$ cat src/rtl/debug_display_pkg.sv
// Shared types and helpers for the front-panel debug display: the seven-segment
// encoding, the debounce FSM states and the display source selects.
package debug_display_pkg;

   typedef logic [0:6] seg7_t;

   localparam seg7_t SEG_BLANK = 7'b1111111;

   typedef enum logic [1:0] {
      IDLE,
      PRESS_WAIT,
      HELD,
      RELEASE_WAIT
   } db_state_e;

   localparam logic [2:0] SEL_IR         = 3'd0;
   localparam logic [2:0] SEL_PC         = 3'd1;
   localparam logic [2:0] SEL_STATE      = 3'd2;
   localparam logic [2:0] SEL_ALU_A      = 3'd3;
   localparam logic [2:0] SEL_ALU_B      = 3'd4;
   localparam logic [2:0] SEL_ALU_OUT    = 3'd5;
   localparam logic [2:0] SEL_STEP_COUNT = 3'd6;
   localparam logic [2:0] SEL_ZERO       = 3'd7;

   // Segments a..g in bit order [0:6], active-low.
   function automatic seg7_t hex_to_seg7(input logic [3:0] nib);
      seg7_t s;
      s = SEG_BLANK;
      case (nib)
         4'h0: s = 7'b0000001;
         4'h1: s = 7'b1001111;
         4'h2: s = 7'b0010010;
         4'h3: s = 7'b0000110;
         4'h4: s = 7'b1001100;
         4'h5: s = 7'b0100100;
         4'h6: s = 7'b0100000;
         4'h7: s = 7'b0001111;
         4'h8: s = 7'b0000000;
         4'h9: s = 7'b0000100;
         4'hA: s = 7'b0001000;
         4'hB: s = 7'b1100000;
         4'hC: s = 7'b0110001;
         4'hD: s = 7'b1000010;
         4'hE: s = 7'b0110000;
         4'hF: s = 7'b0111000;
      endcase
      return s;
   endfunction

endpackage

$ cat src/rtl/debug_display_key_debounce.sv
// Step pushbutton conditioning: two-flop synchronizer, then a four-state
// debounce FSM that emits one pulse on the first cycle of an accepted press.
module key_debounce
   import debug_display_pkg::*;
#(
   parameter int DEBOUNCE_CYCLES = 500000
) (
   input  logic clk,
   input  logic rst_n,
   input  logic step_key,
   output logic step_pulse
);

   localparam int              CNT_W    = $clog2(DEBOUNCE_CYCLES);
   localparam logic [CNT_W-1:0] CNT_LAST = CNT_W'(DEBOUNCE_CYCLES - 1);

   logic             key_meta;
   logic             key_sync;
   db_state_e        state;
   db_state_e        state_d;
   logic [CNT_W-1:0] cnt;
   logic [CNT_W-1:0] cnt_d;
   logic             from_press;

   // Flops reset to the released level so a reset never looks like a press.
   always_ff @(posedge clk or negedge rst_n) begin
      if (!rst_n) begin
         key_meta <= 1'b1;
         key_sync <= 1'b1;
      end else begin
         key_meta <= step_key;
         key_sync <= key_meta;
      end
   end

   always_ff @(posedge clk or negedge rst_n) begin
      if (!rst_n) begin
         state      <= IDLE;
         cnt        <= '0;
         from_press <= 1'b0;
      end else begin
         state      <= state_d;
         cnt        <= cnt_d;
         from_press <= (state == PRESS_WAIT);
      end
   end

   always_comb begin
      state_d = state;
      cnt_d   = cnt;
      case (state)
         IDLE: begin
            if (!key_sync) begin
               state_d = PRESS_WAIT;
               cnt_d   = '0;
            end
         end
         PRESS_WAIT: begin
            if (key_sync)
               state_d = IDLE;
            else if (cnt == CNT_LAST)
               state_d = HELD;
            else
               cnt_d = cnt + CNT_W'(1);
         end
         HELD: begin
            if (key_sync) begin
               state_d = RELEASE_WAIT;
               cnt_d   = '0;
            end
         end
         RELEASE_WAIT: begin
            if (!key_sync)
               state_d = HELD;
            else if (cnt == CNT_LAST)
               state_d = IDLE;
            else
               cnt_d = cnt + CNT_W'(1);
         end
         default: state_d = IDLE;
      endcase
   end

   // A release bounce re-enters HELD from RELEASE_WAIT and must not pulse.
   always_comb begin
      step_pulse = (state == HELD) && from_press;
   end

endmodule

$ cat src/rtl/debug_display.sv
// Front-panel debug block: debounced step pulse, post-step snapshot of the
// processor debug buses, step counter and registered seven-segment drivers.
module debug_display
   import debug_display_pkg::*;
#(
   parameter int DEBOUNCE_CYCLES = 500000
) (
   input  logic        Clk,
   input  logic        Reset,
   input  logic        StepKey,
   input  logic [2:0]  Sel,
   input  logic        Freeze,
   input  logic [15:0] IR,
   input  logic [7:0]  PC,
   input  logic [3:0]  State,
   input  logic [3:0]  NextState,
   input  logic [15:0] ALU_A,
   input  logic [15:0] ALU_B,
   input  logic [15:0] ALU_Out,
   output logic        StepPulse,
   output logic [15:0] StepCount,
   output seg7_t       HEX7,
   output seg7_t       HEX6,
   output seg7_t       HEX5,
   output seg7_t       HEX4,
   output seg7_t       HEX3,
   output seg7_t       HEX2,
   output seg7_t       HEX1,
   output seg7_t       HEX0
);

   if (DEBOUNCE_CYCLES < 2) begin : g_bad_param
      $error("DEBOUNCE_CYCLES must be at least 2");
   end

   logic        step_pulse_p0;
   logic        snap_vld_p1;
   logic [15:0] step_cnt;
   logic [15:0] snap_ir_p2;
   logic [7:0]  snap_pc_p2;
   logic [3:0]  snap_state_p2;
   logic [3:0]  snap_next_p2;
   logic [15:0] snap_alu_a_p2;
   logic [15:0] snap_alu_b_p2;
   logic [15:0] snap_alu_out_p2;
   logic [15:0] disp_word;

   key_debounce #(
      .DEBOUNCE_CYCLES(DEBOUNCE_CYCLES)
   ) u_key_debounce (
      .clk       (Clk),
      .rst_n     (Reset),
      .step_key  (StepKey),
      .step_pulse(step_pulse_p0)
   );

   assign StepPulse = step_pulse_p0;
   assign StepCount = step_cnt;

   // Stage p1: the processor commits on the pulse edge, so capture one cycle later.
   always_ff @(posedge Clk or negedge Reset) begin
      if (!Reset) begin
         snap_vld_p1 <= 1'b0;
         step_cnt    <= '0;
      end else begin
         snap_vld_p1 <= step_pulse_p0;
         if (step_pulse_p0)
            step_cnt <= step_cnt + 16'd1;
      end
   end

   // Stage p2: snapshot registers, held while frozen.
   always_ff @(posedge Clk or negedge Reset) begin
      if (!Reset) begin
         snap_ir_p2      <= '0;
         snap_pc_p2      <= '0;
         snap_state_p2   <= '0;
         snap_next_p2    <= '0;
         snap_alu_a_p2   <= '0;
         snap_alu_b_p2   <= '0;
         snap_alu_out_p2 <= '0;
      end else if (snap_vld_p1 && !Freeze) begin
         snap_ir_p2      <= IR;
         snap_pc_p2      <= PC;
         snap_state_p2   <= State;
         snap_next_p2    <= NextState;
         snap_alu_a_p2   <= ALU_A;
         snap_alu_b_p2   <= ALU_B;
         snap_alu_out_p2 <= ALU_Out;
      end
   end

   always_comb begin
      disp_word = 16'h0000;
      case (Sel)
         SEL_IR:         disp_word = snap_ir_p2;
         SEL_PC:         disp_word = {8'h00, snap_pc_p2};
         SEL_STATE:      disp_word = {4'h0, snap_state_p2, 4'h0, snap_next_p2};
         SEL_ALU_A:      disp_word = snap_alu_a_p2;
         SEL_ALU_B:      disp_word = snap_alu_b_p2;
         SEL_ALU_OUT:    disp_word = snap_alu_out_p2;
         SEL_STEP_COUNT: disp_word = step_cnt;
         SEL_ZERO:       disp_word = 16'h0000;
         default:        disp_word = 16'h0000;
      endcase
   end

   // Stage p3: registered segment drivers; blank while in reset.
   always_ff @(posedge Clk or negedge Reset) begin
      if (!Reset) begin
         HEX7 <= SEG_BLANK;
         HEX6 <= SEG_BLANK;
         HEX5 <= SEG_BLANK;
         HEX4 <= SEG_BLANK;
         HEX3 <= SEG_BLANK;
         HEX2 <= SEG_BLANK;
         HEX1 <= SEG_BLANK;
         HEX0 <= SEG_BLANK;
      end else begin
         HEX7 <= hex_to_seg7({1'b0, Sel});
         HEX6 <= SEG_BLANK;
         HEX5 <= hex_to_seg7(snap_pc_p2[7:4]);
         HEX4 <= hex_to_seg7(snap_pc_p2[3:0]);
         HEX3 <= hex_to_seg7(disp_word[15:12]);
         HEX2 <= hex_to_seg7(disp_word[11:8]);
         HEX1 <= hex_to_seg7(disp_word[7:4]);
         HEX0 <= hex_to_seg7(disp_word[3:0]);
      end
   end

endmodule
$ cat config.mk
export PLATFORM = sky130hd
export DESIGN_NAME = debug_display
export DESIGN_NICKNAME = d
export VERILOG_FILES = /design/src/rtl/debug_display_pkg.sv /design/src/rtl/debug_display_key_debounce.sv /design/src/rtl/debug_display.sv
export SDC_FILE = /design/constraint.sdc
export NUM_CORES = 1
export LEC_CHECK = 0
export CAP_MARGIN = 30
export CORE_ASPECT_RATIO = 1.4
export CORE_MARGIN = 3
export CORE_UTILIZATION = 40
export CTS_CLUSTER_SIZE = 12
export DETAILED_ROUTE_END_ITERATION = 10
export PLACE_DENSITY = 0.6
export SYNTH_ARGS = -nofsm -noshare
export SYNTH_HDL_FRONTEND = slang
export SYNTH_HIERARCHICAL = 1
export SYNTH_SLANG_ARGS = --single-unit
$ cat constraint.sdc
create_clock -name Clk -period 6.7 [get_ports Clk]
set_input_delay 1.34 -clock Clk [delete_from_list [all_inputs] [get_ports Clk]]
set_output_delay 1.34 -clock Clk [all_outputs]
set_load 0.01 [all_outputs]
# Word-level counts from Yosys, hierarchy flattened
# Memories as Yosys holds them, arrays and structs flattened. A register that Yosys moved wholly into a read port is not among the register bits.
# Cells that the tools add are included.
# classes
add_sub_neg	2
reduce_logical	14
n_mux	14
eq_ne	17
# ops
operator	count
$pmux W16 S8	1
$mux W19	5
$pmux W19 S4	1
$add A19 B1 Y19 const B	1
$eq A19 B19 Y1 const B	1
$add A16 B1 Y16 const B	1
$eq A3 B3 Y1 const B	4
$mux W2	6
$logic_not A1 Y1	8
$pmux W2 S4	1
$reduce_and A4 Y1	2
$eq A3 B2 Y1 const B	2
$eq A2 B2 Y1 const B	2
$ne A2 B1 Y1 const B	2
$ne A2 B2 Y1 const B	2
$eq A3 B1 Y1 const B	1
$logic_not A3 Y1	1
$ne A3 B2 Y1 const B	1
$ne A3 B3 Y1 const B	1
$eq A2 B1 Y1 const B	1
$logic_and A1 B1 Y1	2
$logic_not A2 Y1	1
# word_totals
in_bits	87
elab_cells	68
reg_bits	121
rom_bits	728
memories	7
# memory_table
name	depth	word_bits	rd	rd_clocked_by_memory_dff	write_ports	line	source
(name not given)	16	7	1	1	0	debug_display_pkg.sv:29	case (nib)
(name not given)	16	7	1	1	0	debug_display_pkg.sv:29	
(name not given)	16	7	1	1	0	debug_display_pkg.sv:29	
(name not given)	16	7	1	1	0	debug_display_pkg.sv:29	
(name not given)	16	7	1	1	0	debug_display_pkg.sv:29	
(name not given)	16	7	1	1	0	debug_display_pkg.sv:29	
+1 memories	-	-	-	-	-	-	

# Logic depth before layout (Yosys ltp)
# logic_depth
depth_word	4
mapped_depth	13

# Hierarchy
# Netlist, hierarchy kept.
# modules_own_cells
mod	instances	area_per_inst_um2	cells_each
debug_display	1	7287.0	600
key_debounce	1	1357.6	140

# Worst setup path before layout
# Ideal clock, no wire load.
# synth_path
path_type	input-to-reg
startpoint	input Sel[0]
endpoint	register HEX1[6]
n_path_buf	3
setup_time_ns	0.080
path_slack_ns	3.022
cell_stages	12
t_arrival_ns	3.597
path_cell_list	inv_1 > ha_1 > buf_2 > buf_2 > buf_2 > a22oi_1 > a31oi_1 > a21oi_1 > inv_1 > ha_1 > or3b_2 > o221a_2
# synth_via
elab_chain_cells	2
# synth_lines
element	line	source
start: declaration	debug_display.sv:11	input logic [2:0] Sel,
$eq A3 B3 Y1, or another cell as far along	debug_display.sv:95	case (Sel)
$pmux W16 S8 *	debug_display.sv:95	
end: declaration	debug_display.sv:28	output seg7_t HEX1,
# Mark *: on every way between the ends. The rest lies on a longest branch, timed or not.
# A chain may end at the register's enable or synchronous reset.

# Final worst setup path
# Ends and elaborated chain as after synthesis.

==> impl_metrics.tcl <==
set metrics [dict create \
    syn-instance-count 740 \
    grt_setup_unrepaired "no" \
    cts_hold_repair.buffers 0 \
    ys_seq_elements 170 \
    grt_max_degree 74 \
    path_clk_slew_ps 60 \
    fp.dieW_microns 130 \
    wl_met2_mm 12.0 \
    min_path_type "register to register" \
    dr.first_iter.drc_count 389 \
    period_share 0.654 \
    endpoint_kind "register" \
    ir_drop_mv 0.171 \
    cts_tree "built" \
    drt-met1-wl_mm 8.52 \
    fin_crit_ps 4380 \
    grt_pass1_wl_mm 35.3 \
    portBuffers 152 \
    clock_sinks 170 \
    top_layer "met5" \
    synth_top_area_cell "dfrtp_1" \
    drive_above_1_share 0.226 \
    worstSkewPairLatency_ps 420 \
    maxCapViolations 0 \
    start_util 0.408 \
    gp_congestion 0.879 \
    p_leak_uw 0.00488 \
    arrival_ps 4730 \
    cts_root_buf "clkbuf_16" \
    ys_top_cells_by_area "dfrtp_1 34%, dfstp_2 16%, mux2_2 11%" \
    yosys_warnings 6 \
    holdWs_ps 356 \
    netlist.area_leader.share 0.344 \
    path_class "input port to register" \
    core_sq_um 21200 \
    drt-total-wl_mm 22.5 \
    post_synth_num_cell_types 70 \
    std_cell_rows 63 \
    dieArea_sq_um 23400 \
    drcViolationCount 0 \
    grt_usage 0.196 \
    wl_met3_mm 1.37 \
    cp-start-kind "input port" \
    powerDensity_nw_per_um2 216 \
    slew_violations 0 \
    layout.cells.non_filler 1155 \
    relSlewSlack 0.324 \
    utilization 0.516 \
    ant_nets 0 \
    critPathMaxFanout 20 \
    dpl.hpwl_mm 16.5 \
    layout.nets 1010 \
    h-tree-depth 4 \
    fmax_mhz 228 \
    grt_overflow_total 0 \
    dp.cells 1122 \
    cp.required_ps 7050 \
    routedWlPerCell_microns 19.5 \
    numCtsBuffers 17 \
    tightest_slew_ps 1010 \
    area_growth_pct 26.5 \
    setup_viol 0 \
    post_cts_resized 0 \
    clock_path_buffers 2 \
    synth_commonest_cells "119 x dfrtp_1, 86 x mux2_2, 51 x dfstp_2" \
    grt_pass1_vias 6396 \
    ios 160 \
    yosysMostFrequentCell "dfrtp_1" \
    hold_viol_final 0 \
    post_cts_buffers 0 \
    ys_async_sr_fraction 1.00 \
    drt_first_pass_iters 5 \
    fin_setup_tns_ps 0 \
    synth_edf_count 0 \
    avgViaCountPerCell 5.38 \
    synth-seq-area-share 0.499 \
    status "completed" \
    avgSynthCellArea_sq_um 11.7 \
    finalClockSkew_ps 8.51 \
    vias 6214 \
    antenna_found_initial 3 \
    chipHeight_microns 180 \
    synth_flop_cell "dfrtp_1" \
    synth.cell_area_sq_um 8640 \
]
## where the power goes
part	internal [uW]	switching [uW]	total [uW]
Combinational	130	134	265
Sequential	1070	9.90	1080
Clock	607	409	1020
## stage by stage
step / setup WS, ps / total power, uW / cell area [sq um]
final: 2320 / 2360 / 10900
after global routing: 2180 / 2460 / 10900
after CTS: 2340 / 2390 / 10900
after detailed placement: 1930 / 1360 / 10300
after global placement: 1990 / 1360 / 10300
after floorplan: 3020 / 1220 / 8670
## final cells by class
cell class	instances	area, sq um
fill	1867	10300
sequential	170	4320
multi-input combinational	498	3970
timing repair buffer	163	1600
clock buffer	21	460
tap	260	325
clock inverter	11	145
inverter	31	116
antenna	1	2.50
## layer usage
metal,up-vias,track usage
li1,2944,-
met1,3086,0.223
met2,151,0.345
met3,29,0.0583
met4,4,0.0649
met5,-,0
## registers in the layout, summed over array words and instances (netlist names), 8 cells and up, named ones only
name                cells
u_key_debounce/cnt     19
snap_alu_out_p2        16
snap_alu_a_p2          16
StepCount              16
snap_ir_p2             16
snap_pc_p2              8
snap_alu_b_p2          16
## critical path, cell delays in order
cell,delay (ps)
clkdlybuf4s50_1,490
inv_1,110
ha_1,790
a2111oi_4,160
buf_4,260
a21oi_1,560
inv_1,150
ha_1,270
or3b_2,470
o221a_2,130
## cells by family after synthesis
logic type	count (synthesis)	share of synthesized area
muxes	119	0.153
DFF	170	0.499
and+or+nand+nor	159	0.0945
other	1	0.000434
xor gates and xnor gates	21	0.0213
adders and majority gates	42	0.0608
AOI/OAI and AO/OA	150	0.126
buffers and inverters	78	0.0447
## placed cells by master, fill, tap and decap left out, drive strengths merged, types with 8 or more instances in the layout
| cell | synthesis | layout |
|---|---|---|
| mux2i | 31 | 31 |
| nor2 | 31 | 31 |
| o21ai | 20 | 20 |
| ha | 42 | 42 |
| nand3 | 19 | 19 |
| xnor2 | 17 | 17 |
| dfstp | 51 | 51 |
| a22oi | 12 | 12 |
| clkdlybuf4s50 | 0 | 150 |
| a21oi | 37 | 37 |
| dfrtp | 119 | 119 |
| clkbuf | 15 | 21 |
| a22o | 15 | 15 |
| o22ai | 11 | 11 |
| a221oi | 8 | 8 |
| inv | 30 | 31 |
| mux2 | 86 | 86 |
| and3 | 8 | 8 |
| buf | 32 | 13 |
| nand2 | 49 | 49 |
| nor3 | 12 | 12 |
## final timing paths
| kind | endpoint | slack (ps) | cells past startpoint | from |
|---|---|---|---|---|
| min in group asynchronous | snap_ir_p2[7] | 830 | 1 | Reset |
| max reg2reg | HEX1[6] | 4150 | 7 | snap_pc_p2[4] |
| min reg2reg | u_key_debounce/key_sync | 360 | 0 | u_key_debounce/key_meta |
| max | HEX1[6] | 2320 | 10 | Sel[0] |
| max in group asynchronous | snap_next_p2[0] | 4610 | 2 | Reset |
| min | u_key_debounce/key_sync | 360 | 0 | u_key_debounce/key_meta |
Note: power is estimated with default switching activity, not from simulation.
